<file path="config.mk">
export PLATFORM = sky130hd
export DESIGN_NAME = cp0_irq
export DESIGN_NICKNAME = d
export VERILOG_FILES = /design/src/rtl/cp0_irq.sv
export SDC_FILE = /design/constraint.sdc
export NUM_CORES = 1
export LEC_CHECK = 0
export ABC_AREA = 1
export BUFFER_PORTS_ARGS = -buffer_cell sky130_fd_sc_hd__clkbuf_2
export CORE_UTILIZATION = 53
export CTS_BUF_LIST = sky130_fd_sc_hd__clkbuf_8
export CTS_CLUSTER_DIAMETER = 80
export DETAILED_ROUTE_END_ITERATION = 7
export HOLD_SLACK_MARGIN = 0.08
export PLACE_DENSITY = 0.83
export SKIP_CTS_REPAIR_TIMING = 1
export SLEW_MARGIN = 5
export SYNTH_ARGS = -nofsm -noshare
export SYNTH_HDL_FRONTEND = slang
export SYNTH_SLANG_ARGS = --single-unit
</file>
<file path="constraint.sdc">
create_clock -name clk -period 2 [get_ports clk]
set_input_delay 0.4 -clock clk [delete_from_list [all_inputs] [get_ports clk]]
set_output_delay 0.4 -clock clk [all_outputs]
set_load 0.03 [all_outputs]
</file>
<file path="src/rtl/cp0_irq.sv">
// MIPS CP0: Status, Cause, EPC, BadVAddr, Count/Compare, PrId, exception/ERET redirect.
// Cause IP map: bits 9:8 software, 14:10 external lines, 15 timer. Timer built with CP0_TIMER_EN.
module cp0_irq #(
   parameter int unsigned NUM_IRQ   = 5,
   parameter logic [4:0]  IRQ_EDGE  = 5'b0,
   parameter int unsigned COUNT_DIV = 1,
   parameter logic [31:0] HANDLER   = 32'hBFC00380,
   parameter logic [31:0] PRID      = 32'hDEADBEEF
) (
   input  logic               clk,
   input  logic               reset,
   input  logic               we,
   input  logic [4:0]         num,
   input  logic [31:0]        wdata,
   output logic [31:0]        rdata,
   input  logic               pipe_busy,
   input  logic               exc_valid,
   input  logic               exc_eret,
   input  logic [4:0]         exc_code,
   input  logic [31:0]        exc_pc,
   input  logic               exc_bd,
   input  logic [31:0]        exc_badvaddr,
   output logic               jump,
   output logic [31:0]        jump_addr,
   output logic               irq_now,
   input  logic [NUM_IRQ-1:0] ext_irq
);

   localparam logic [4:0] LineMask = 5'((6'd1 << NUM_IRQ) - 6'd1);
   localparam logic [4:0] EdgeMask = IRQ_EDGE & LineMask;

   logic [31:0] epc_q, badvaddr_q;
   logic [7:0]  im_q;
   logic        exl_q, ie_q, bd_q;
   logic [4:0]  exccode_q;
   logic [1:0]  sw_ip_q;
   logic [4:0]  irq_q, ep_q, ep_d, ext_pad, hw_ip;
   logic [31:0] count_q, compare_q, sr_rd, cause_rd;
   logic        tip_q, wr, take;

   // Software writes lose to a committing exception/ERET.
   assign wr   = we & ~exc_valid;
   assign take = exc_valid & ~exc_eret & ~exl_q;

   always_comb begin
      ext_pad = '0;
      ext_pad[NUM_IRQ-1:0] = ext_irq;
   end

   // Edge pending: a Cause write with the bit at 0 clears it, but a new edge wins.
   always_comb begin
      ep_d = ep_q;
      if (wr && num == 5'd13) ep_d = ep_q & wdata[14:10];
      ep_d = ep_d | (ext_pad & ~irq_q & EdgeMask);
   end

   assign hw_ip    = (ep_q & EdgeMask) | (irq_q & ~EdgeMask & LineMask);
   assign sr_rd    = {16'b0, im_q, 6'b0, exl_q, ie_q};
   assign cause_rd = {bd_q, 15'b0, tip_q, hw_ip, sw_ip_q, 1'b0, exccode_q, 2'b0};

   always_ff @(posedge clk) begin
      if (reset) begin
         epc_q      <= '0;
         badvaddr_q <= '0;
         im_q       <= 8'hFF;
         exl_q      <= 1'b1;
         ie_q       <= 1'b0;
         bd_q       <= 1'b0;
         exccode_q  <= '0;
         sw_ip_q    <= '0;
         irq_q      <= '0;
         ep_q       <= '0;
      end else begin
         irq_q <= ext_pad;
         ep_q  <= ep_d;
         if (wr) begin
            unique case (num)
               5'd8:  badvaddr_q <= wdata;
               5'd12: begin
                  im_q  <= wdata[15:8];
                  exl_q <= wdata[1];
                  ie_q  <= wdata[0];
               end
               5'd13: sw_ip_q <= wdata[9:8];
               5'd14: epc_q <= wdata;
               default: ;
            endcase
         end
         if (exc_valid && exc_eret) begin
            exl_q <= 1'b0;
         end else if (take) begin
            epc_q     <= exc_bd ? exc_pc - 32'd4 : exc_pc;
            bd_q      <= exc_bd;
            exccode_q <= exc_code;
            exl_q     <= 1'b1;
            if (exc_code == 5'd4 || exc_code == 5'd5) badvaddr_q <= exc_badvaddr;
         end
      end
   end

`ifdef CP0_TIMER_EN
   localparam logic [31:0] DivLast = 32'(COUNT_DIV - 1);

   logic [31:0] presc_q, count_inc;
   logic        tick, count_wr, compare_wr;

   assign tick       = (presc_q == DivLast);
   assign count_wr   = wr && num == 5'd9;
   assign compare_wr = wr && num == 5'd11;
   assign count_inc  = count_q + 32'd1;

   always_ff @(posedge clk) begin
      if (reset) begin
         presc_q   <= '0;
         count_q   <= '0;
         compare_q <= '0;
         tip_q     <= 1'b0;
      end else begin
         if (count_wr) begin
            count_q <= wdata;
            presc_q <= '0;
         end else if (tick) begin
            presc_q <= '0;
            count_q <= count_inc;
         end else begin
            presc_q <= presc_q + 32'd1;
         end
         if (compare_wr) compare_q <= wdata;
         // A Compare write clears the pending bit even against a same-cycle match.
         if (compare_wr) begin
            tip_q <= 1'b0;
         end else if (!count_wr && tick && count_inc == compare_q && compare_q != 32'd0) begin
            tip_q <= 1'b1;
         end
      end
   end
`else
   logic unused_div;
   assign unused_div = ^32'(COUNT_DIV);
   assign count_q    = '0;
   assign compare_q  = '0;
   assign tip_q      = 1'b0;
`endif

   always_comb begin
      rdata = '0;
      unique case (num)
         5'd8:    rdata = badvaddr_q;
         5'd9:    rdata = count_q;
         5'd11:   rdata = compare_q;
         5'd12:   rdata = sr_rd;
         5'd13:   rdata = cause_rd;
         5'd14:   rdata = epc_q;
         5'd15:   rdata = PRID;
         default: rdata = '0;
      endcase
   end

   assign irq_now   = ie_q & ~exl_q & ~pipe_busy & (|(cause_rd[15:8] & im_q));
   assign jump      = exc_valid;
   assign jump_addr = !exc_valid ? 32'd0 : (exc_eret ? epc_q : HANDLER);

endmodule

</file>
==> summary.md <==
| Metric | Value |
|---|---|
| Status | completed |
| #FFs+latches synth | 87 |
| Worst skew pair latency | 0.37 ns |
| Avg Vias per Cell | 5.45 |
| GRT overflow | 0 |
| Reg2reg path depth | 8 |
| Antenna-violating nets left | 0 |
| Average cell area after synthesis | 6.18 µm² |
| End of the worst hold path | hw_ip[2] |
| Worst-path clk slew | 0.09 ns |
| Tmin final | 1.99 ns |
| CTS Buf Count | 9 |
| Iter 0 DRT Violations | 436 |
| Crit path max fanout | 6 |
| Vias in the first global route | between 6000 and 7000 |
| Syn-to-layout area delta | 28.7% |
| Critical path class | primary input to output port |
| Final Max Tran Viols | 0 |
| Syn. warnings | 0 |
| Final period util | 99.4% |
| Most common cell after layout, fill and taps aside | nand2_1 |
| Reg2Reg Setup Slack | 0.35 ns |
| First-pass GRT wire length | about 29000 µm |
| I/O pin count | 184 |
| Fin nets | 1197 |
| Startpoint types | primary input |
| MaxCap Viol Count | 0 |
| Hold Path Class | primary input to flip-flop |
| Worst Max-Slew Pin Slew | roughly 0.39 ns |
| Port Buffers | 183 |
| DRT Pass-1 Iters | 5 |
| Final hold vios | 0 |
| Core box area | 9910 µm² |
| Root Driver | clkbuf_8 |
| Hold_ws | approximately 0.22 ns |
| Max IR drop VDD | about 0.00037 V |
| H-tree depth | 3 |
| Initial antenna violation count | 0 |
| CTS tree | built |
| Max Fclk | 0.503 GHz |
| Worst Path Required | 1.60 ns |
| Die area | 10800 µm² |
| Max Buffers Root-to-Sink | 2 |
| RSZ-0062 raised after global routing | true |
| Final setup viols | 0 |
| Hold wc startpoint | ext_irq[2] |
| All-Layer GR Usage | 33.8% |
| Synthesized area | 5510 µm² |
| Post-DP HPWL | 13600 µm |
| Clk sinks | 87 |
| Synthesized instance count | 892 |
| Largest net degree at the start of global routing | 45 |
| DRC | 0 |
| Pwr Density | around 550 nW/µm² |
| Rows | 36 |
| Commonest cells after routing, fill and taps aside | 163 x nand2_1, 155 x clkbuf_2, 153 x inv_1 |
| Post-Place Cells | 1194 |
| CP endpoint kind | output port |
| Unique masters post-synth | 39 |
| Diode count | 0 |
| RR Endpoint | epc_q[11] |
| R2r startpoint | exl_q |
| Final GP Congestion | slightly above 0.9 |
| Initial Utilization | 55.6% |
| Sequential share of the synthesized area | between 30% and 40% |
| Syn Nets | 1011 |
| Layout cells sized above 1 | 24.6% |
| Wirelength per Cell | 15.4 µm |
| DIE HEIGHT | 104 µm |
| Clk_skew | 0.0115 ns |
| Hold path cells | 3 |
| Slew HR | 74.3% |
| Final non-filler cell total | 1216 |
| Leakage power | approximately 3.8 nW |
| Via Count | 6623 |
| Arrival @ worst endpoint | 1.59 ns |
| Routed WL | 18800 µm |
| Die W | 104 µm |
==> through the flow <==
stage          area [µm²]  util (%)  setup WS [ns]  power [mW]  TNS (ns)
2_1_floorplan        5510         -         0.0396        2.15         0
3_3_place_gp         6700      67.6         0.0226        2.42         0
3_5_place_dp         6700      67.6       -0.00189        2.43  -0.00189
4_1_cts              6940      70.0        -0.0175        3.86   -0.0188
5_1_grt              7090      71.6        -0.0373        4.02    -0.350
6_report             7090      71.6         0.0118        3.87         0
==> power breakdown <==
group          switching, mW  internal, mW  leakage, nW  total [mW]
Sequential            0.0171          1.77        0.705        1.79
Combinational          0.397         0.234         2.93       0.632
Clock                  0.643         0.808        0.119        1.45
Total                   1.06          2.81         3.76        3.87
==> Yosys cell counts, drive strengths merged <==
cell / n / share of area [%]
a211oi: 1 / 0.14
a21boi: 1 / 0.14
a21oi: 83 / 7.5
a221oi: 1 / 0.16
a31o: 1 / 0.16
a31oi: 1 / 0.11
buf: 19 / 2.0
clkbuf: 30 / 2.0
dfxtp: 87 / 32
ha: 1 / 0.23
inv: 157 / 11
mux2i: 1 / 0.18
nand2: 167 / 12
nand3: 52 / 4.8
nand3b: 2 / 0.27
nand4: 8 / 0.91
nor2: 92 / 6.9
nor3: 3 / 0.48
nor4: 2 / 0.23
o2111ai: 4 / 0.64
o211ai: 37 / 5.0
o21ai: 115 / 10
o21bai: 22 / 3.0
o221ai: 1 / 0.16
o22ai: 1 / 0.11
or2: 2 / 0.23
xor2: 1 / 0.16
==> critical path, stage by stage <==
cell and delay (ns):
clkbuf_2 0.11, nor2_2 0.15, nand2_2 0.08, nor3_4 0.18, buf_6 0.16, clkbuf_16 0.16, nand2_1 0.06, o21ai_0 0.09
buf_4 0.20
==> layout make-up <==
class                      count  area, µm²
sequential                    87       1740
fill                         905       2820
tap                          133        166
clock inverter                 4       76.3
inverter                     157        592
timing repair buffer         223       1350
clock buffer                  12        165
multi-input combinational    600       3000
==> routing by layer <==
layer / wire length (µm) / GRT usage [%]
met1: 7580 / 42.1
met2: 8870 / 57.8
met3: 1730 / 5.95
met4: 608 / 12.8
met5: 0 / 0
==> logic make-up after synthesis <==
family          synth area share [%]
xor+xnor                       0.159
compound gates                  27.6
mux                            0.182
flops                           31.6
fa+ha+maj                      0.227
simple gates                    25.5
buf+inv                         14.7
==> worst max path at each step <==
stage,from,end,depth (start not counted)
3_3_place_gp,num[0],rdata[2],8
3_5_place_dp,exc_pc[2],epc_q[28],14
6_report,num[0],rdata[22],9
5_1_grt,num[3],jump_addr[0],9
2_1_floorplan,num[3],rdata[2],6
4_1_cts,num[0],rdata[1],8
==> flip-flops by register name (all words and copies together), names as in the netlist <==
signal	cells
badvaddr_q	32
epc_q	32
im_q	8
exccode_q	5
hw_ip	5
sw_ip_q	2
bd_q	1
exl_q	1
ie_q	1
No activity file was read; power rests on OpenSTA's default activity.
